===== src/rtl/mem_bus_pkg.sv =====
// Shared types and constants for the two-master memory bus arbiter.
package mem_bus_pkg;

    typedef enum logic [1:0] {
        IDLE  = 2'd0,
        ISSUE = 2'd1,
        RESP  = 2'd2
    } state_e;

    typedef enum logic [1:0] {
        DEC_RAM  = 2'd0,
        DEC_OUT  = 2'd1,
        DEC_NONE = 2'd2
    } dec_e;

    localparam logic M_CPU  = 1'b0;
    localparam logic M_LOAD = 1'b1;

    localparam logic [31:0] DEF_RAM_BASE = 32'h0000_0000;
    localparam logic [31:0] DEF_OUT_ADDR = 32'h1000_0000;

endpackage


===== src/rtl/mem_bus_decode.sv =====
// Combinational address decoder: classifies a byte address as RAM window,
// output-byte register or unmapped, and gives the RAM word offset.
module mem_bus_decode
    import mem_bus_pkg::*;
#(
    parameter int          RAM_AW   = 10,
    parameter logic [31:0] RAM_BASE = DEF_RAM_BASE,
    parameter logic [31:0] OUT_ADDR = DEF_OUT_ADDR
) (
    input  logic [31:0]       addr_i,
    output dec_e              dec_o,
    output logic [RAM_AW-1:0] word_o
);

    localparam logic [32:0] RAM_BYTES = 33'd4 << RAM_AW;

    // 33-bit difference: bit 32 set means the address lies below the window
    logic [32:0] rel;

    assign rel    = {1'b0, addr_i} - {1'b0, RAM_BASE};
    assign word_o = rel[RAM_AW+1:2];

    always_comb begin
        dec_o = DEC_NONE;
        if (!rel[32] && (rel < RAM_BYTES)) begin
            dec_o = DEC_RAM;
        end else if (addr_i == OUT_ADDR) begin
            dec_o = DEC_OUT;
        end
    end

endmodule


===== src/rtl/mem_bus_arbiter.sv =====
// Two-master arbiter/decoder sharing one 1-cycle-latency SRAM plus an output-byte
// register. Define MEM_ARB_CPU_PRIO_EN for fixed m0 priority instead of round robin.
module mem_bus_arbiter
    import mem_bus_pkg::*;
#(
    parameter int          RAM_AW   = 10,
    parameter logic [31:0] RAM_BASE = DEF_RAM_BASE,
    parameter logic [31:0] OUT_ADDR = DEF_OUT_ADDR
) (
    input  logic              clk,
    input  logic              reset,
    input  logic              m0_valid,
    input  logic [31:0]       m0_addr,
    input  logic [31:0]       m0_wdata,
    input  logic [3:0]        m0_wstrb,
    output logic              m0_ready,
    output logic [31:0]       m0_rdata,
    input  logic              m1_valid,
    input  logic [31:0]       m1_addr,
    input  logic [31:0]       m1_wdata,
    input  logic [3:0]        m1_wstrb,
    output logic              m1_ready,
    output logic [31:0]       m1_rdata,
    output logic [RAM_AW-1:0] ram_addr,
    output logic [31:0]       ram_wdata,
    output logic [3:0]        ram_we,
    input  logic [31:0]       ram_rdata,
    output logic [7:0]        out_byte,
    output logic              out_byte_en,
    output logic              bus_err
);

    state_e            state_q, state_d;
    logic              grant_q;
    logic [31:0]       wdata_q;
    logic [3:0]        wstrb_q;
    dec_e              dec_q;
    logic [RAM_AW-1:0] ram_addr_q;
    logic              m0_ready_q, m1_ready_q;
    logic [31:0]       m0_rdata_q, m1_rdata_q;
    logic [7:0]        out_byte_q;
    logic              out_en_q, bus_err_q;
`ifndef MEM_ARB_CPU_PRIO_EN
    logic              last_grant_q;
`endif

    logic              req0, req1, req_any, sel;
    logic [31:0]       sel_addr, sel_wdata;
    logic [3:0]        sel_wstrb;
    dec_e              sel_dec;
    logic [RAM_AW-1:0] sel_word;
    logic [31:0]       resp_data;

    // A master in its ready cycle still shows valid; it must not be re-granted
    assign req0    = m0_valid & ~m0_ready_q;
    assign req1    = m1_valid & ~m1_ready_q;
    assign req_any = req0 | req1;

    always_comb begin
        sel = M_CPU;
`ifdef MEM_ARB_CPU_PRIO_EN
        if (!req0) sel = M_LOAD;
`else
        if (req0 && req1) sel = (last_grant_q == M_CPU) ? M_LOAD : M_CPU;
        else if (!req0)   sel = M_LOAD;
`endif
    end

    assign sel_addr  = (sel == M_LOAD) ? m1_addr  : m0_addr;
    assign sel_wdata = (sel == M_LOAD) ? m1_wdata : m0_wdata;
    assign sel_wstrb = (sel == M_LOAD) ? m1_wstrb : m0_wstrb;

    mem_bus_decode #(
        .RAM_AW   (RAM_AW),
        .RAM_BASE (RAM_BASE),
        .OUT_ADDR (OUT_ADDR)
    ) u_decode (
        .addr_i (sel_addr),
        .dec_o  (sel_dec),
        .word_o (sel_word)
    );

    always_comb begin
        state_d = state_q;
        case (state_q)
            IDLE:    if (req_any) state_d = (sel_dec == DEC_RAM) ? ISSUE : RESP;
            ISSUE:   state_d = RESP;
            RESP:    state_d = IDLE;
            default: state_d = IDLE;
        endcase
    end

    always_comb begin
        resp_data = '0;
        case (dec_q)
            DEC_RAM: if (wstrb_q == 4'h0) resp_data = ram_rdata;
            DEC_OUT: if (wstrb_q == 4'h0) resp_data = {24'h0, out_byte_q};
            default: resp_data = '0;
        endcase
    end

    always_ff @(posedge clk) begin
        if (reset) begin
            state_q      <= IDLE;
            m0_ready_q   <= 1'b0;
            m1_ready_q   <= 1'b0;
            m0_rdata_q   <= '0;
            m1_rdata_q   <= '0;
            out_byte_q   <= '0;
            out_en_q     <= 1'b0;
            bus_err_q    <= 1'b0;
`ifndef MEM_ARB_CPU_PRIO_EN
            last_grant_q <= M_LOAD;
`endif
        end else begin
            state_q    <= state_d;
            m0_ready_q <= 1'b0;
            m1_ready_q <= 1'b0;
            out_en_q   <= 1'b0;
            bus_err_q  <= 1'b0;
            if (state_q == IDLE && req_any) begin
`ifndef MEM_ARB_CPU_PRIO_EN
                last_grant_q <= sel;
`endif
                if (sel_dec == DEC_OUT && sel_wstrb != 4'h0) begin
                    out_byte_q <= sel_wdata[7:0];
                    out_en_q   <= 1'b1;
                end
                if (sel_dec == DEC_NONE) bus_err_q <= 1'b1;
            end
            if (state_q == RESP) begin
                if (grant_q == M_LOAD) begin
                    m1_ready_q <= 1'b1;
                    m1_rdata_q <= resp_data;
                end else begin
                    m0_ready_q <= 1'b1;
                    m0_rdata_q <= resp_data;
                end
            end
        end
    end

    // Transaction payload; only meaningful while the FSM is away from IDLE
    always_ff @(posedge clk) begin
        if (state_q == IDLE && req_any) begin
            grant_q <= sel;
            wdata_q <= sel_wdata;
            wstrb_q <= sel_wstrb;
            dec_q   <= sel_dec;
            if (sel_dec == DEC_RAM) ram_addr_q <= sel_word;
        end
    end

    assign ram_addr    = ram_addr_q;
    assign ram_wdata   = wdata_q;
    assign ram_we      = (state_q == ISSUE && !reset) ? wstrb_q : 4'h0;
    assign m0_ready    = m0_ready_q;
    assign m1_ready    = m1_ready_q;
    assign m0_rdata    = m0_rdata_q;
    assign m1_rdata    = m1_rdata_q;
    assign out_byte    = out_byte_q;
    assign out_byte_en = out_en_q;
    assign bus_err     = bus_err_q;

endmodule


===== config.mk =====
export PLATFORM = sky130hd
export DESIGN_NAME = mem_bus_arbiter
export DESIGN_NICKNAME = d
export VERILOG_FILES = /design/src/rtl/mem_bus_pkg.sv /design/src/rtl/mem_bus_decode.sv /design/src/rtl/mem_bus_arbiter.sv
export SDC_FILE = /design/constraint.sdc
export NUM_CORES = 1
export LEC_CHECK = 0
export ABC_AREA = 1
export BUFFER_PORTS_ARGS = -buffer_cell sky130_fd_sc_hd__buf_4
export CORE_AREA = 3 3 121 123
export CTS_CLUSTER_DIAMETER = 50
export DETAILED_ROUTE_END_ITERATION = 8
export DIE_AREA = 0 0 124 126
export HOLD_SLACK_MARGIN = 0.02
export PLACE_DENSITY_LB_ADDON = 0.08
export SLEW_MARGIN = 25
export SYNTH_ARGS = -nofsm -noshare
export SYNTH_HDL_FRONTEND = slang
export SYNTH_SLANG_ARGS = --single-unit

===== constraint.sdc =====
create_clock -name clk -period 2.9 [get_ports clk]
set_clock_uncertainty 0.2 [all_clocks]
set_input_delay 0.435 -clock clk [delete_from_list [all_inputs] [get_ports clk]]
set_output_delay 0.435 -clock clk [all_outputs]
set_load 0.02 [all_outputs]

After elaboration in Yosys (flattened, before gate mapping)
Cells that the tools add are included.
{"block": "op_classes", "add_sub_neg": 0, "multipliers": 0, "div_mod_pow": 0, "n_lt_le_gt_ge": 1, "eq_ne": 7, "n_shift": 0, "muxes": 19, "bitwise_logic": 8, "reduce_logical": 16}
{"cell": "32-bit 2-to-1 mux", "count": 3}
{"cell": "32-bit case mux with 2 select lines", "count": 1}
{"cell": "32-bit by 29-bit == test with 1-bit output (second input constant)", "count": 1}
{"cell": "32-bit by 13-bit less-than comparator with 1-bit output (second input constant)", "count": 1}
{"cell": "2-bit 2-to-1 mux", "count": 4}
{"cell": "4-bit 2-to-1 mux", "count": 2}
{"cell": "8-bit 2-to-1 mux", "count": 1}
{"cell": "2-bit AND reduction", "count": 4}
{"cell": "1-bit 2-to-1 mux", "count": 7}
{"cell": "2-bit by 1-bit == test with 1-bit output (second input constant)", "count": 3}
{"cell": "2-bit zero test", "count": 3}
{"cell": "1-bit NOT", "count": 5}
{"cell": "2-bit == test (second input constant)", "count": 2}
{"cell": "1-bit logical AND", "count": 4}
{"cell": "4-bit zero test", "count": 1}
{"cell": "2-bit case mux with 2 select lines", "count": 1}
{"cell": "4-bit nonzero test", "count": 1}
{"cell": "2-bit OR reduction", "count": 2}
{"cell": "1-bit bitwise AND", "count": 2}
{"cell": "2-bit inequality test (second input constant)", "count": 1}
{"cell": "1-bit zero test", "count": 1}
{"cell": "1-bit bitwise OR", "count": 1}
{"block": "totals", "register_bits": 128, "latchBits": 0, "mem_bits_rw": 0, "romBits": 0, "output_inout_bits": 122, "elab_cells": 65, "mem_count": 0}

Depth between registers and ports, before layout
{"block": "logic_depth", "depth_word": 12, "mapped_depth": 14, "mapped_depth_nobuf": 13}

Cells and area by module
Synthesis repeated with hierarchy kept, for this count alone.
{"block": "unflattened", "cells_unflattened": 582, "hier_area_um2": 5592.9}
{"module": "mem_bus_arbiter", "n_inst": 1, "cells_each": 532, "area_per_inst_um2": 5361.4, "seq_area_each_um2": 3052.9}
{"module": "mem_bus_decode", "n_inst": 1, "cells_each": 50, "area_per_inst_um2": 231.5, "seq_area_each_um2": 0.0}

Worst setup path before layout
OpenSTA, ideal clock, no wires.
{"block": "synth_path", "path_kind": "in2reg", "startpoint": "in m0_valid", "endpoint": "reg dec_q[0] (enable)", "t_arrival_ns": 1.726, "required_ns": 2.306, "slack_ns": 0.580, "stages": 4, "cell_sequence": "inv_2 > o21ai_0 > nand3_1 > inv_1"}
{"block": "synth_between", "elab_chain_len": 3}
{"element": "start: declaration", "line": "mem_bus_arbiter.sv:12", "rtl": "input logic m0_valid,"}
{"element": "1-bit bitwise AND", "line": "mem_bus_arbiter.sv:55", "rtl": "assign req0 = m0_valid & ~m0_ready_q;"}
{"element": "1-bit bitwise OR", "line": "mem_bus_arbiter.sv:57", "rtl": "assign req_any = req0 | req1;"}
{"element": "1-bit logical AND", "line": "mem_bus_arbiter.sv:145", "rtl": "if (state_q == IDLE && req_any) begin"}
{"element": "end signal: assignment", "line": "mem_bus_arbiter.sv:149", "rtl": "dec_q <= sel_dec;"}
{"element": "end: declaration", "line": "mem_bus_arbiter.sv:37", "rtl": "dec_e dec_q;"}
No other way between the ends.
A chain may end at the register's enable or synchronous reset.

Worst setup path in the final report
{"block": "layout_path", "startpoint": "reg m0_ready_q (netlist: m0_ready)", "endpoint": "reg dec_q[1] (data pin)"}
{"block": "layout_between", "elab_chain_len": 8, "word_cells_on_any_way": 10, "classes_between": "1 x order compare; 1 x eq/ne; 5 x mux; 2 x bitwise; 1 x reduce/logical"}
{"element": "start: declaration", "line": "mem_bus_arbiter.sv:39", "rtl": "logic m0_ready_q, m1_ready_q;"}
{"element": "start signal: assignment", "line": "mem_bus_arbiter.sv:105", "rtl": "m0_ready_q <= 1'b0;"}
{"element": "start signal: assignment", "line": "mem_bus_arbiter.sv:117", "rtl": "m0_ready_q <= 1'b0;"}
{"element": "start signal: assignment", "line": "mem_bus_arbiter.sv:136", "rtl": "m0_ready_q <= 1'b1;"}
{"element": "1-bit NOT *", "line": "mem_bus_arbiter.sv:55"}
{"element": "1-bit bitwise AND *", "line": "mem_bus_arbiter.sv:55"}
{"element": "1-bit 2-to-1 mux or 1-bit logical AND (tied branches)", "line": "mem_bus_arbiter.sv:65, mem_bus_arbiter.sv:64"}
{"element": "1-bit 2-to-1 mux *", "line": "mem_bus_arbiter.sv:64", "rtl": "if (req0 && req1) sel = (last_grant_q == M_CPU) ? M_LOAD : M_CPU;"}
{"element": "32-bit 2-to-1 mux *", "line": "mem_bus_arbiter.sv:69", "rtl": "assign sel_addr = (sel == M_LOAD) ? m1_addr : m0_addr;"}
{"element": "branches (longest 2 deep; another with 32-bit by 13-bit less-than comparator with 1-bit output)"}
{"element": "2-bit 2-to-1 mux *", "line": "mem_bus_decode.sv:25", "rtl": "if (!rel[32] && (rel < RAM_BYTES)) begin"}
{"element": "net sel_dec[1]", "line": "mem_bus_arbiter.sv:50", "rtl": "dec_e sel_dec;"}
Mark *: on every way through the listed nets, which the timed path passes.

==> impl_metrics.csv <==
group,metric,value,unit
critical_path,worstPathCellList,"nor2_4 > nand2_4 > inv_2 > nand2_1 > nand2_1 > nand3_1 > nor2_4 > nand2_1 > nand2_1 > inv_1",
synthesis,yosys_most_used_dff,"dfxtp_1",
placement,dp_cells,1083,
cts,cts_tree,"yes",
critical_path,rrSetupSlack,580,ps
cts,cts-root-buf,"clkbuf_16",
final_layout,multiInputGateArea,1999,um^2
floorplan,die_h,126,um
grt,grt_overflow_total,0,
sta,hold_viol_final,0,
run,drv_cap,0,
synthesis,ys_warn_count,0,
sta,final_max_slew_viol_count,0,
synthesis,ys_ff_latch,128,
placement,place_hpwl,13.25,mm
route,ant_nets,0,
critical_path,crit-reg2reg-capture,"dec_q[1]",
cts,cts_sinks,128,
critical_path,required,2860,ps
critical_path,cp.arrival,2280,ps
critical_path,reg2regPathDepth,10,
critical_path,crit_path_end_kind,"flip-flop",
placement,portBuffers,293,
floorplan,io_pins,294,
floorplan,core_area,13770,um^2
sta,period_needed,2316,ps
sta,worst_slew_pin_slew,633.1,ps
cts,post_cts_buffers,0,
route,via_count,5416,
pwr,peakVddDrop,0.3918,mV
synthesis,synthCells,636,
final_layout,layout-drive-gt1-share,0.3872,
synthesis,synthArstFlopShare,0,
critical_path,r2r_start,"m0_ready",
final_layout,stdcell_count,1115,
placement,place.gp.congestion,0.8414,
grt,antenna_found_initial,0,
critical_path,critPathLaunchType,"flip-flop",
synthesis,yosysSeqAreaShare,0.5672,
critical_path,path_max_fanout,23,
route,wl_met3,1.581,mm
grt,grt_usage,0.2204,
final_layout,nets,1094,
sta,finalSetupViolCount,0,
synthesis,synth_cell_types,29,
floorplan,num_rows,43,
cts,clk_pin_slew,50,ps
hold_path,holdPathStages,2,
route,wl,17.27,mm
cts,htree_levels,4,
hold_path,whs_endpoint,"out_byte_en",
final_layout,area_growth,55.65,%
route,first_iter_violations,362,
synthesis,synth_nets,808,
route,dr.pass1.iters,4,
cts,cts_hold_buffers,0,
cts,cts_max_path_buffers,2,
pwr,p_leak,3.965,nW
pwr,power_density,602.9,nW/um^2
floorplan,die_x,124,um
route,dr.max_layer_used,"met4",
sta,slew_headroom,0.5779,
sta,max_freq,0.4318,GHz
sta,rsz0062_at_grt,"false",
critical_path,max_stage_delay,350,ps
final_layout,seq_area,3053,um^2
grt,grt_max_degree,74,
route,m1WireLength,6.397,mm
critical_path,cpMaxStageDelayCell,"dfxtp_1",
critical_path,crit_family,"simple AND/OR/NAND/NOR gates",
synthesis,syn-cell-area,5383,um^2
sta,tns,0,ps
cts,cts_buffers,17,
hold_path,min_from,"reset",
synthesis,synth_area_per_cell,8.463,um^2
critical_path,path_buf_inv,2,
floorplan,dieArea,15620,um^2
sta,hold_slack,61.19,ps
final_layout,diodes,0,
run_status,outcome,"completed",
route,wl_per_cell,15.49,um
floorplan,initial_utilization,0.3908,
synthesis,synth-edff-count,49,
critical_path,crit_top_cell,"nand2_1",
grt,first_global_vias,5320,
final_layout,fillers,1239,
sta,finalCritPeriodShare,0.7985,
route,wl_met2,8.727,mm
cts,clk_latency,410,ps
grt,grt_pass1_wl,26.69,mm
cts,cts_resized,0,
critical_path,critical_path_class,"reg -> reg",
hold_path,hold_path.class,"in -> reg",
route,avgViaCountPerCell,4.857,
route,post-route-drc-count,0,
-- logic make-up (layout without fill, tap and decap cells) --
group           Yosys count  count (layout)  synth area share
compound gates          149             149            0.1411
buf+inv                  89             388           0.06625
flops                   128             128            0.5672
simple gates            270             270            0.2255
-- worst max-delay path by stage --
stage	to	slack (ps)	startpoint	cells after the start
after global routing	out_byte[2]	340	m0_ready	11
final	dec_q[1]	580	m0_ready	10
after floorplan	dec_q[0]	580	m0_valid	4
after CTS	dec_q[1]	600	m0_ready	10
after detailed placement	dec_q[1]	450	m0_valid	12
after global placement	dec_q[1]	540	m0_valid	12
-- metal layers --
metal	global-route usage	vias to the layer above
li1	-	2705
met1	0.2514	2438
met2	0.3738	236
met3	0.07050	37
met4	0.09858	0
met5	0	-
-- placed cells by master, fill, tap and decap left out, types with 10 or more instances in the layout --
| cell type | synthesis | routed |
|---|---|---|
| nand4_1 | 10 | 10 |
| inv_1 | 49 | 48 |
| a21oi_1 | 65 | 65 |
| o21ai_0 | 71 | 71 |
| buf_4 | 1 | 303 |
| edfxtp_1 | 49 | 49 |
| nor3_1 | 13 | 13 |
| nor2_1 | 45 | 42 |
| nand3_1 | 36 | 36 |
| nand2_1 | 144 | 144 |
| dfxtp_1 | 79 | 79 |
| clkbuf_16 | 0 | 20 |
-- synthesized netlist by cell type (2+ instances only) --
library cell	instances	area (um^2)
buf_1	2	7.510
o21ai_0	71	355.3
nor2_4	3	33.78
or2_2	8	50.05
inv_2	3	11.26
nand2_1	144	540.5
nand2_2	2	12.51
inv_1	49	183.9
nor3_1	13	65.06
clkbuf_1	29	108.9
a31oi_1	8	50.05
dfxtp_1	79	1582
edfxtp_1	49	1471
nand4_1	10	62.56
nor2_1	45	168.9
nand3_1	36	180.2
buf_2	3	15.01
a21oi_1	65	325.3
o21ai_1	4	20.02
nand3b_1	3	22.52
buf_6	2	22.52
-- per-stage QoR --
| step | util | worst slack, ps | power (mW) | instance area [um^2] |
|---|---|---|---|---|
| after floorplan | - | 580.2 | 2.529 | 5383 |
| after global placement | 0.5640 | 541.7 | 2.977 | 7767 |
| after detailed placement | 0.5640 | 452.4 | 2.990 | 7767 |
| after CTS | 0.6083 | 600.4 | 5.101 | 8378 |
| after global routing | 0.6083 | 344.8 | 5.274 | 8378 |
| final | 0.6083 | 584.4 | 5.051 | 8378 |
-- final cells by class --
class | instances | share of cell area
flip-flops and latches | 128 | 0.3644
repair buffers | 304 | 0.2739
multi-input cells | 419 | 0.2387
clock buffers | 25 | 0.06795
well taps | 180 | 0.02688
inverters | 52 | 0.02330
clock inverters | 7 | 0.004928
-- power by group --
group / switching (mW) / internal, mW
Clock: 0.750 / 1.35
Combinational: 0.474 / 0.388
Sequential: 0.0607 / 2.02
Total: 1.29 / 3.77
-- flip-flops by register name, summed over array words and instances (netlist names), 2 cells and up --
signal	flops
m0_rdata	32
m1_rdata	32
dec_q	2
wstrb_q	4
out_byte	8
state_q	2
ram_wdata	32
ram_addr	10
No activity file was read; power rests on OpenSTA's default activity.
